[src/rtl/arb_pkg.sv]
// Shared types and constants for the SRAM write-side bank arbiter.
// Optional feature macro used by the arbiter: SRAM_ARB_WATCHDOG_EN.
package arb_pkg;

  localparam int PORT_NUM    = 16;
  localparam int SRAM_NUM    = 32;
  localparam int PAGE_CNT_W  = 12;
  localparam int PKT_PAGES_W = 6;
  localparam int PORT_IDX_W  = $clog2(PORT_NUM);
  localparam int SRAM_IDX_W  = $clog2(SRAM_NUM);

  // Watchdog: a lock held this many cycles past its grant edge is force-cleared
  // on the following edge, giving 255 locked cycles in total.
  localparam int                WDOG_W    = 8;
  localparam logic [WDOG_W-1:0] WDOG_LAST = 8'd254;

  // Bank selection policy; encoding 3 behaves like MATCH_MAXFREE.
  typedef enum logic [1:0] {
    MATCH_STATIC  = 2'd0,
    MATCH_MAXFREE = 2'd1,
    MATCH_RR      = 2'd2
  } match_mode_e;

  // A header announcing zero pages still needs one page of room.
  function automatic logic [PAGE_CNT_W-1:0] pages_needed(input logic [PKT_PAGES_W-1:0] pages);
    return (pages == '0) ? PAGE_CNT_W'(1) : PAGE_CNT_W'(pages);
  endfunction

endpackage

[src/rtl/sram_bank_select.sv]
// Combinational candidate picker: given the port under test, its page need,
// the bank free counts and the registered lock vector, choose one bank.
// Round-robin scanning assumes BANK_NUM is a power of two.
module sram_bank_select
  import arb_pkg::*;
#(
  parameter int BANK_NUM = SRAM_NUM,
  parameter int PORT_W   = PORT_IDX_W
) (
  input  logic [1:0]                       mode_i,
  input  logic [PKT_PAGES_W-1:0]           pages_i,
  input  logic [BANK_NUM*PAGE_CNT_W-1:0]   free_cnt_i,
  input  logic [BANK_NUM-1:0]              lock_i,
  input  logic [$clog2(BANK_NUM)-1:0]      rr_sram_i,
  input  logic [PORT_W-1:0]                port_i,
  output logic                             found_o,
  output logic [$clog2(BANK_NUM)-1:0]      bank_o
);

  localparam int SW = $clog2(BANK_NUM);

  logic [PAGE_CNT_W-1:0] need;
  logic [BANK_NUM-1:0]   cand;
  logic [PAGE_CNT_W-1:0] best_cnt;
  logic [SW-1:0]         scan;
  logic [SW-1:0]         bank_even;
  logic [SW-1:0]         bank_odd;

  // Candidate bank: unlocked and holding enough free pages for this packet.
  always_comb begin
    need = pages_needed(pages_i);
    for (int b = 0; b < BANK_NUM; b++) begin
      cand[b] = !lock_i[b] && (free_cnt_i[b*PAGE_CNT_W +: PAGE_CNT_W] >= need);
    end
  end

  // Policy-specific choice among the candidates.
  always_comb begin
    // NOTE: every output and temporary gets a value before the case so no branch can infer a latch.
    found_o   = 1'b0;
    bank_o    = '0;
    best_cnt  = '0;
    scan      = '0;
    bank_even = SW'({port_i, 1'b0});
    bank_odd  = SW'({port_i, 1'b1});
    case (mode_i)
      MATCH_STATIC: begin
        if (cand[bank_even]) begin
          found_o = 1'b1;
          bank_o  = bank_even;
        end else if (cand[bank_odd]) begin
          found_o = 1'b1;
          bank_o  = bank_odd;
        end
      end
      MATCH_RR: begin
        for (int i = 0; i < BANK_NUM; i++) begin
          scan = rr_sram_i + SW'(i);
          if (!found_o && cand[scan]) begin
            found_o = 1'b1;
            bank_o  = scan;
          end
        end
      end
      default: begin
        // Strictly-greater comparison keeps ties on the lowest index.
        for (int b = 0; b < BANK_NUM; b++) begin
          if (cand[b] && (!found_o || free_cnt_i[b*PAGE_CNT_W +: PAGE_CNT_W] > best_cnt)) begin
            found_o  = 1'b1;
            bank_o   = SW'(b);
            best_cnt = free_cnt_i[b*PAGE_CNT_W +: PAGE_CNT_W];
          end
        end
      end
    endcase
  end

endmodule

[src/rtl/sram_wr_arbiter.sv]
// Write-side SRAM bank arbiter: one port under test per cycle, a one-to-one
// port/bank lock table, registered single-cycle grant pulses.
// Optional feature: define SRAM_ARB_WATCHDOG_EN to force-release locks held
// for 255 cycles and pulse timeout_err; otherwise timeout_err is tied 0.
module sram_wr_arbiter #(
  parameter int PORT_NUM = 16,
  parameter int SRAM_NUM = 32
) (
  input  logic                                     clk,
  input  logic                                     rst_n,
  input  logic [1:0]                               match_mode,
  input  logic [PORT_NUM-1:0]                      port_req,
  input  logic [PORT_NUM*arb_pkg::PKT_PAGES_W-1:0] port_pkt_pages,
  input  logic [PORT_NUM-1:0]                      port_release,
  input  logic [SRAM_NUM*arb_pkg::PAGE_CNT_W-1:0]  sram_free_cnt,
  output logic                                     grant_vld,
  output logic [$clog2(PORT_NUM)-1:0]              grant_port,
  output logic [$clog2(SRAM_NUM)-1:0]              grant_sram,
  output logic [PORT_NUM-1:0]                      port_locked,
  output logic [PORT_NUM*$clog2(SRAM_NUM)-1:0]     port_sram_idx,
  output logic [PORT_NUM-1:0]                      timeout_err
);

  import arb_pkg::*;

  localparam int PW = $clog2(PORT_NUM);
  localparam int SW = $clog2(SRAM_NUM);

  logic [SRAM_NUM-1:0]         bank_lock_q,   bank_lock_d;
  logic [PORT_NUM-1:0]         port_locked_q, port_locked_d;
  logic [PORT_NUM-1:0][SW-1:0] idx_q,         idx_d;
  logic [PW-1:0]               rr_port_q,     rr_port_d;
  logic [SW-1:0]               rr_sram_q,     rr_sram_d;
  logic                        grant_vld_q,   grant_vld_d;
  logic [PW-1:0]               grant_port_q,  grant_port_d;
  logic [SW-1:0]               grant_sram_q,  grant_sram_d;
`ifdef SRAM_ARB_WATCHDOG_EN
  logic [PORT_NUM-1:0]             timeout_q, timeout_d;
  logic [PORT_NUM-1:0][WDOG_W-1:0] wd_q,      wd_d;
`endif

  logic [PORT_NUM-1:0]    eligible;
  logic                   put_vld;
  logic [PW-1:0]          put_idx;
  logic [PW-1:0]          scan;
  logic [PKT_PAGES_W-1:0] put_pages;
  logic                   bank_found;
  logic [SW-1:0]          bank_idx;

  assign eligible  = port_req & ~port_locked_q;
  assign put_pages = port_pkt_pages[put_idx*PKT_PAGES_W +: PKT_PAGES_W];

  // Port under test: first eligible port at or after rr_port, wrapping.
  always_comb begin
    put_vld = 1'b0;
    put_idx = '0;
    scan    = '0;
    for (int i = 0; i < PORT_NUM; i++) begin
      scan = rr_port_q + PW'(i);
      if (!put_vld && eligible[scan]) begin
        put_vld = 1'b1;
        put_idx = scan;
      end
    end
  end

  // Candidates are judged against the registered lock table, so a bank
  // released this cycle cannot be granted until the next one.
  sram_bank_select #(
    .BANK_NUM (SRAM_NUM),
    .PORT_W   (PW)
  ) u_bank_select (
    .mode_i     (match_mode),
    .pages_i    (put_pages),
    .free_cnt_i (sram_free_cnt),
    .lock_i     (bank_lock_q),
    .rr_sram_i  (rr_sram_q),
    .port_i     (put_idx),
    .found_o    (bank_found),
    .bank_o     (bank_idx)
  );

  // Next state: releases (and watchdog expiry) clear locks, a found candidate sets one.
  always_comb begin
    bank_lock_d   = bank_lock_q;
    port_locked_d = port_locked_q;
    idx_d         = idx_q;
    rr_port_d     = rr_port_q;
    rr_sram_d     = rr_sram_q;
    grant_vld_d   = 1'b0;
    grant_port_d  = grant_port_q;
    grant_sram_d  = grant_sram_q;
`ifdef SRAM_ARB_WATCHDOG_EN
    timeout_d     = '0;
    wd_d          = '0;
`endif
    // A release is honoured only for a port that holds a lock.
    for (int p = 0; p < PORT_NUM; p++) begin
      if (port_locked_q[p]) begin
        if (port_release[p]) begin
          port_locked_d[p]      = 1'b0;
          bank_lock_d[idx_q[p]] = 1'b0;
        end
`ifdef SRAM_ARB_WATCHDOG_EN
        else if (wd_q[p] == WDOG_LAST) begin
          port_locked_d[p]      = 1'b0;
          bank_lock_d[idx_q[p]] = 1'b0;
          timeout_d[p]          = 1'b1;
        end else begin
          wd_d[p] = wd_q[p] + 1'b1;
        end
`endif
      end
    end
    // The pointer moves past the port under test even without a grant,
    // so an unservable head port never stalls the others.
    if (put_vld) begin
      rr_port_d = put_idx + 1'b1;
      if (bank_found) begin
        grant_vld_d            = 1'b1;
        grant_port_d           = put_idx;
        grant_sram_d           = bank_idx;
        port_locked_d[put_idx] = 1'b1;
        bank_lock_d[bank_idx]  = 1'b1;
        idx_d[put_idx]         = bank_idx;
        if (match_mode == MATCH_RR) begin
          rr_sram_d = bank_idx + 1'b1;
        end
      end
    end
  end

  // Lock table, pointers and registered grant outputs.
  always_ff @(posedge clk or negedge rst_n) begin
    if (!rst_n) begin
      // NOTE: the lock table is reset explicitly; a power-up lock bit would strand a bank with no owner to release it.
      bank_lock_q   <= '0;
      port_locked_q <= '0;
      idx_q         <= '0;
      rr_port_q     <= '0;
      rr_sram_q     <= '0;
      grant_vld_q   <= 1'b0;
      grant_port_q  <= '0;
      grant_sram_q  <= '0;
    end else begin
      // NOTE: non-blocking updates make every register sample the same pre-edge state.
      bank_lock_q   <= bank_lock_d;
      port_locked_q <= port_locked_d;
      idx_q         <= idx_d;
      rr_port_q     <= rr_port_d;
      rr_sram_q     <= rr_sram_d;
      grant_vld_q   <= grant_vld_d;
      grant_port_q  <= grant_port_d;
      grant_sram_q  <= grant_sram_d;
    end
  end

`ifdef SRAM_ARB_WATCHDOG_EN
  // Per-port lock age counters and the timeout pulse register.
  always_ff @(posedge clk or negedge rst_n) begin
    if (!rst_n) begin
      wd_q      <= '0;
      timeout_q <= '0;
    end else begin
      wd_q      <= wd_d;
      timeout_q <= timeout_d;
    end
  end

  assign timeout_err = timeout_q;
`else
  assign timeout_err = '0;
`endif

  assign grant_vld     = grant_vld_q;
  assign grant_port    = grant_port_q;
  assign grant_sram    = grant_sram_q;
  assign port_locked   = port_locked_q;
  assign port_sram_idx = idx_q;

endmodule

[config.mk]
export PLATFORM = sky130hd
export DESIGN_NAME = sram_wr_arbiter
export DESIGN_NICKNAME = d
export VERILOG_FILES = /design/src/rtl/arb_pkg.sv /design/src/rtl/sram_bank_select.sv /design/src/rtl/sram_wr_arbiter.sv
export SDC_FILE = /design/constraint.sdc
export NUM_CORES = 2
export LEC_CHECK = 0
export ABC_AREA = 1
export CAP_MARGIN = 20
export CORE_UTILIZATION = 50
export CTS_CLUSTER_DIAMETER = 30
export CTS_CLUSTER_SIZE = 40
export DETAILED_ROUTE_END_ITERATION = 8
export PLACE_DENSITY = 0.74
export SLEW_MARGIN = 25
export SYNTH_ARGS = -nofsm -noshare
export SYNTH_HDL_FRONTEND = slang
export SYNTH_SLANG_ARGS = --single-unit
[constraint.sdc]
create_clock -name clk -period 88.7 [get_ports clk]
set_input_delay 8.87 -clock clk [delete_from_list [all_inputs] [get_ports clk]]
set_output_delay 8.87 -clock clk [all_outputs]
set_load 0.01 [all_outputs]
* Yosys cells after proc, flatten, opt, wreduce, memory -nomap -nowiden
Index checks and enable logic that the tools add are counted.
** Word-level totals
- Flip-flop bits (word level) :: 147
- Latch bits :: 0
- RAM bits :: 0
- ROM bits :: 0
- Bits of input ports :: 516
- Logic and storage cells :: 1030
- Memories kept :: 0
** Operators by class
- Add/sub/neg operators :: 48
- Multipliers :: 1
- Divide/modulo/power cells :: 0
- Order comparisons :: 149
- Eq/ne operators :: 1
- Shifts and indexed selects :: 1
- Mux-type cells :: 499
- Bitwise gates (word level) :: 36
- Reductions and logical operators :: 272
** Operators by type and width (count)
- $mux W32 :: 34
- $mux W12 :: 62
- $and A32 B32 Y32 :: 16
- $not A32 Y32 :: 16
- $ge A12 B12 Y1 :: 32
- $gt A12 B12 Y1 :: 31
- $lt A5 B6 Y1 const B :: 51
- $mux W5 :: 51
- $mux W1 :: 247
- $bmux W1 S5 :: 32
- $logic_and A1 B1 Y1 :: 127
- $logic_not A1 Y1 :: 109
- $mux W4 :: 24
- $shiftx A96 B8 Y6 :: 1
- $demux W1 S5 :: 17
- $ge A5 B1 Y1 const B :: 17
- $lt A4 B5 Y1 const B :: 17
- $add A5 B5 Y5 const B :: 16
- $bwmux W80 :: 1
- $bmux W1 S4 :: 18
- $add A5 B4 Y5 const B :: 8
- $add A4 B4 Y4 const B :: 8
- $mux W16 :: 2
- $or A32 B32 Y32 :: 1
- other kinds (25) :: 69

* Depth between registers and ports, before layout
- Depth after elaboration :: 220
- Depth in mapped cells :: 510
- Depth with buffers taken out :: 475

* By module
A second synthesis with hierarchy kept.
** Unflattened totals
- Cell total of the unflattened synthesis :: 5750
- Area, all modules :: 35496.5 µm²
** By module, submodules not included
- sram_bank_select :: times used 1, cells an instance 3718, area each 22367.7 µm²
- sram_wr_arbiter :: times used 1, cells an instance 2032, area each 13128.8 µm²

* Least setup slack after synthesis
OpenSTA, ideal clock, no wires.
- Path kind :: input to register
- From :: input port port_req[12]
- To :: register port_locked_q[14], in the netlist port_locked[14]
- Library setup time :: 0.144 ns
- Data arrival time :: 61.407 ns
- Required time :: 88.556 ns
- Slack :: 27.149 ns
- Cell stages on the path :: 458
- Cell sequence :: nand2_1 inv_1 o21ai_0 inv_1 o21ai_0 inv_1 nand2_1 o21ai_0 nand2_1 a21boi_0 inv_1 nor2_1 inv_1 nor2_1 nand2_1 nor2_1 inv_1 nor3_1 [... 422 more ...] a21oi_1 o21a_1 o221ai_1 a21oi_1 a31oi_1 or2_2 nand2_1 nand2_1 nand2_1 nand3_1 o21ai_0 inv_1 nand2_1 buf_1 nor2_1 nand2_1 clkbuf_1 o21ai_0
** On the way
- Longest elaborated chain between the ends :: 214
- Elaborated cells between the ends (all ways) :: 616
- Classes of those cells :: 1 x mul; 65 x order compare; 1 x shift; 328 x mux; 2 x bitwise; 219 x reduce/logical
** Ends and longest elaborated chain
- from (decl) :: RTL line sram_wr_arbiter.sv:12 : input logic [PORT_NUM-1:0] port_req,
- $and A16 B16 Y16 * :: RTL line sram_wr_arbiter.sv:50 : assign eligible = port_req & ~port_locked_q;
- $bmux W1 S4 :: RTL line sram_wr_arbiter.sv:60 : if (!put_vld && eligible[scan]) begin
- $mux W1 (implied by the code) :: RTL line sram_wr_arbiter.sv:60
- $mux W1 :: RTL line sram_wr_arbiter.sv:60
- $logic_not A1 Y1 :: RTL line sram_wr_arbiter.sv:60
- $logic_and A1 B1 Y1 :: RTL line sram_wr_arbiter.sv:60
- $mux W1 :: RTL line sram_wr_arbiter.sv:60
- $logic_not A1 Y1 :: RTL line sram_wr_arbiter.sv:60
- [... 199 more ...]
- $gt A12 B12 Y1 or $logic_not A1 Y1 (tied branches) :: RTL line sram_bank_select.sv:68 : if (cand[b] && (!found_o || free_cnt_i[b*PAGE_CNT_W +: PAGE_CNT_W] > best_cnt)) begin
- $logic_or A1 B1 Y1 :: RTL line sram_bank_select.sv:68
- $logic_and A1 B1 Y1 :: RTL line sram_bank_select.sv:68
- $mux W1 :: RTL line sram_bank_select.sv:68
- $pmux W1 S2 :: RTL line sram_bank_select.sv:46 : case (mode_i)
- $mux W16 :: RTL line sram_wr_arbiter.sv:119 : if (bank_found) begin
- $mux W16 * :: RTL line sram_wr_arbiter.sv:117 : if (put_vld) begin
- named net port_locked_d[14] :: RTL line sram_wr_arbiter.sv:30 : logic [PORT_NUM-1:0] port_locked_q, port_locked_d;
- to (signal assigned) :: RTL line sram_wr_arbiter.sv:148 : port_locked_q <= port_locked_d;
- to (decl) :: RTL line sram_wr_arbiter.sv:30
Mark *: on every way through the listed nets, which the timed path passes. The rest lies on a longest branch. The select of a mux whose other input is x is not followed.
A chain may end at the register's enable or synchronous reset.

* Worst setup path after layout
- From :: input port port_req[12]
- To :: register idx_q, in the netlist port_sram_idx[8]
** On the way
- Longest elaborated chain between the ends :: 213
- Elaborated cells between the ends (all ways) :: 674
- Classes of those cells :: 1 x mul; 65 x order compare; 1 x shift; 386 x mux; 1 x bitwise; 220 x reduce/logical
** Ends and longest elaborated chain
- $and A16 B16 Y16 * :: RTL line sram_wr_arbiter.sv:50
- $bmux W1 S4 :: RTL line sram_wr_arbiter.sv:60
- $mux W1 (implied by the code) :: RTL line sram_wr_arbiter.sv:60
- $mux W1 :: RTL line sram_wr_arbiter.sv:60
- $logic_not A1 Y1 :: RTL line sram_wr_arbiter.sv:60
- $logic_and A1 B1 Y1 :: RTL line sram_wr_arbiter.sv:60
- $mux W1 :: RTL line sram_wr_arbiter.sv:60
- $logic_not A1 Y1 :: RTL line sram_wr_arbiter.sv:60
- [... 197 more ...]
- $mux W12 or $mux W1 (tied branches) :: RTL line sram_bank_select.sv:68
- $mux W12 or $mux W1 (tied branches) :: RTL line sram_bank_select.sv:46
- $gt A12 B12 Y1 or $logic_not A1 Y1 (tied branches) :: RTL line sram_bank_select.sv:68
- $logic_or A1 B1 Y1 :: RTL line sram_bank_select.sv:68
- $logic_and A1 B1 Y1 :: RTL line sram_bank_select.sv:68
- $mux W5 or $mux W1 (tied branches) :: RTL line sram_bank_select.sv:68
- $pmux W5 S2 or $pmux W1 S2 (tied branches) :: RTL line sram_bank_select.sv:46
- $bwmux W80 or $reduce_and A2 Y1 (tied branches)
- to (signal assigned) :: RTL line sram_wr_arbiter.sv:149 : idx_q <= idx_d;
- to (decl) :: RTL line sram_wr_arbiter.sv:31 : logic [PORT_NUM-1:0][SW-1:0] idx_q, idx_d;
Every way passes the cells marked *; elsewhere a longest branch is shown, timed or not. The select of a mux whose other input is x is not followed.

==> out/results.ini <==
[synth]
synth_area_mm2 = 0.0359
async_reset_ff_share_pct = 100
synth_top_area_share_pct = 19.7
synth_area_leaders = ha_1 20%, nand2_1 13%, dfrtp_1 10%, o21ai_0 8.5%, inv_1 7.5%
ys_ff_latch = 147
synth_edf_count = 0
ys.flop_type = dfrtp_1
ys_types = 76
syn-instance-count = 5751
ys_seq_area_share_pct = 10.2
syn_avg_cell_area_um2 = 6.24
synth_largest_area_cell = ha_1
yosys_warnings = 0

[final_layout]
layout_common_cells = 1241 x nand2_1, 718 x inv_1, 620 x clkdlybuf4s50_1
post_route_cells_drive_above_1_share_pct = 3.65
area_growth_pct = 19.8
final_common_cell = nand2_1
num-nets-final = 7289
instances_no_fill = 7176
num-fill-cells = 6876

[grt]
grt_overflow = 0
antenna_found_initial = 23
grt_pass1_vias = 41200
track_usage_pct = 46.1
grt_max_degree = 76
grt_pass1_wl_um = 258000

[placed_design]
placed_cells = 7129
pre_cts_ws_ns = 18.59
hpwl_um = 145000
portBuffers = 621
gp_congestion = 1.11

[sta]
setup-violations-final = 0
clock_skew_ns = 0.0147
hold_violations = 0
min_period_ns = 71.61
rsz0062_at_grt = false
fin_setup_tns_ns = 0
slew_headroom_pct = 28.4
worst_pin_slew_ns = 1.07
finalCritPeriodShare_pct = 80.7
final-max-slew-violation-count = 0
fin_ws_ns = 17.09
fmax_mhz = 14.0

[drt]
ant_nets = 0
route.final.wire_length_um = 176000
num_vias = 45800
wl_per_cell_um = 24.6
drt-initial-drc-count = 6052
drt_pass1_iterations = 7
viasPerCell = 6.38
drc = 0

[clock_tree]
postCtsSetupBuffers = 0
cts_tree = done
numCtsBuffers = 17
htree_levels = 4
clock_latency_ns = 0.47
cts-root-buf = clkbuf_16
ctsHoldBuffers = 0
clk_path_buf_depth = 2
ctsResizeCount = 0
clkSlewWorstSetupHoldPaths_ns = 0.07
cts.sinks = 147

[critical_path]
reg2reg_to = port_sram_idx[8]
crit_path_start_kind = input port
reg2reg_depth = 404
reg2reg_slack_ns = 24.03
cp-end-kind = flop
path_class = input port to flop
cp.required_ns = 89.02
worstReg2RegStart = rr_port_q[0]
critPathSlowestCell = nor2_1
worst_ep_arrival_time_ns = 71.93
crit_path_max_incr_delay_ns = 0.87
crit_fanout = 49
crit_top_cell = nand2_1

[run_status]
status = complete, no violations

[min_path]
hold_end = grant_sram[2]
worstHoldPathCells = 2
min_from = grant_sram[2]
min_path_type = flop to flop

[floorplan]
die_area_mm2 = 0.0729
core_area_mm2 = 0.0705
die_h_um = 270
num_io_pins = 638
rows = 97
start_util_pct = 50.9
die_w_um = 270

[flow_run]
max-cap-violations = 0

==> critical path: cells and delay by family <==
| kind | cells | cell delay [ns] |
|---|---|---|
| buffers and inverters | 31 | 3.98 |
| adder cells (fa/ha/maj) | 32 | 10.53 |
| AO/OA/AOI/OAI | 77 | 17.50 |
| AND/OR/NAND/NOR | 273 | 30.74 |
==> cells in the mapped netlist (all sizes together) (33+ instances only) <==
| master | n |
|---|---|
| o211ai | 59 |
| nand4 | 106 |
| o21ai | 758 |
| nand2 | 1332 |
| buf | 78 |
| o21a | 61 |
| inv | 736 |
| a2111oi | 33 |
| o22ai | 59 |
| ha | 565 |
| nor2 | 411 |
| a41oi | 71 |
| dfrtp | 147 |
| o41ai | 104 |
| clkbuf | 151 |
| nor4 | 121 |
| a21oi | 192 |
| nor3 | 119 |
| a31oi | 53 |
| nand3 | 288 |
| a211oi | 34 |
==> state kept, by name, summed over array words and instances, names as in the netlist <==
name           flops
grant_sram         5
port_sram_idx     80
grant_port         4
rr_port_q          4
port_locked       16
grant_vld          1
rr_sram_q          5
bank_lock_q       32
==> cell families after synthesis <==
group / synth area share [%]
fa+ha+maj: 19.7
xor+xnor: 0.561
compound gates: 27.4
buf+inv: 11.6
flops: 10.2
other cells: 0.0104
simple gates: 29.7
mux: 0.725
==> stage by stage <==
step | cell area [µm²] | hold WS, ns | utilization [%]
final | 43000 | 0.532 | 61.0
after global routing | 43000 | 0.548 | 61.0
after CTS | 43000 | 0.540 | 60.9
after detailed placement | 42400 | 0.524 | 60.1
after global placement | 42400 | 0.501 | 60.1
after floorplan | 36000 | 0.519 | -
==> worst max-delay path by stage <==
stage / depth (start not counted) / start / to
floorplan: 458 / port_req[12] / port_locked[14]
global placement: 414 / port_req[12] / port_locked[7]
detailed placement: 413 / port_req[12] / port_sram_idx[8]
CTS: 416 / port_req[12] / port_sram_idx[8]
global route: 420 / port_req[12] / port_sram_idx[3]
finish: 413 / port_req[12] / port_sram_idx[8]
==> per-layer routing <==
layer  vias to the layer above  track usage [%]  routed length (µm)
met1                     20900             58.8               70000
li1                      21200                -                   -
met5                         -                0                 117
met3                       619             10.9               20400
met2                      2993             71.6               74800
met4                        18             24.4               10900
==> layout make-up <==
cell class              instances  area (µm²)  area share (%)
multi-input cells            4638       28200            65.6
diodes                         15        37.5          0.0873
repair buffers                655        6470            15.0
well taps                     940        1180            2.73
clock inverters                15         165           0.384
inverters                     749        2830            6.57
clock buffers                  17         425           0.989
flip-flops and latches        147        3680            8.55
Power is not shown: default switching activity piles up to over one toggle a cycle in this logic, so the estimate is an artifact.
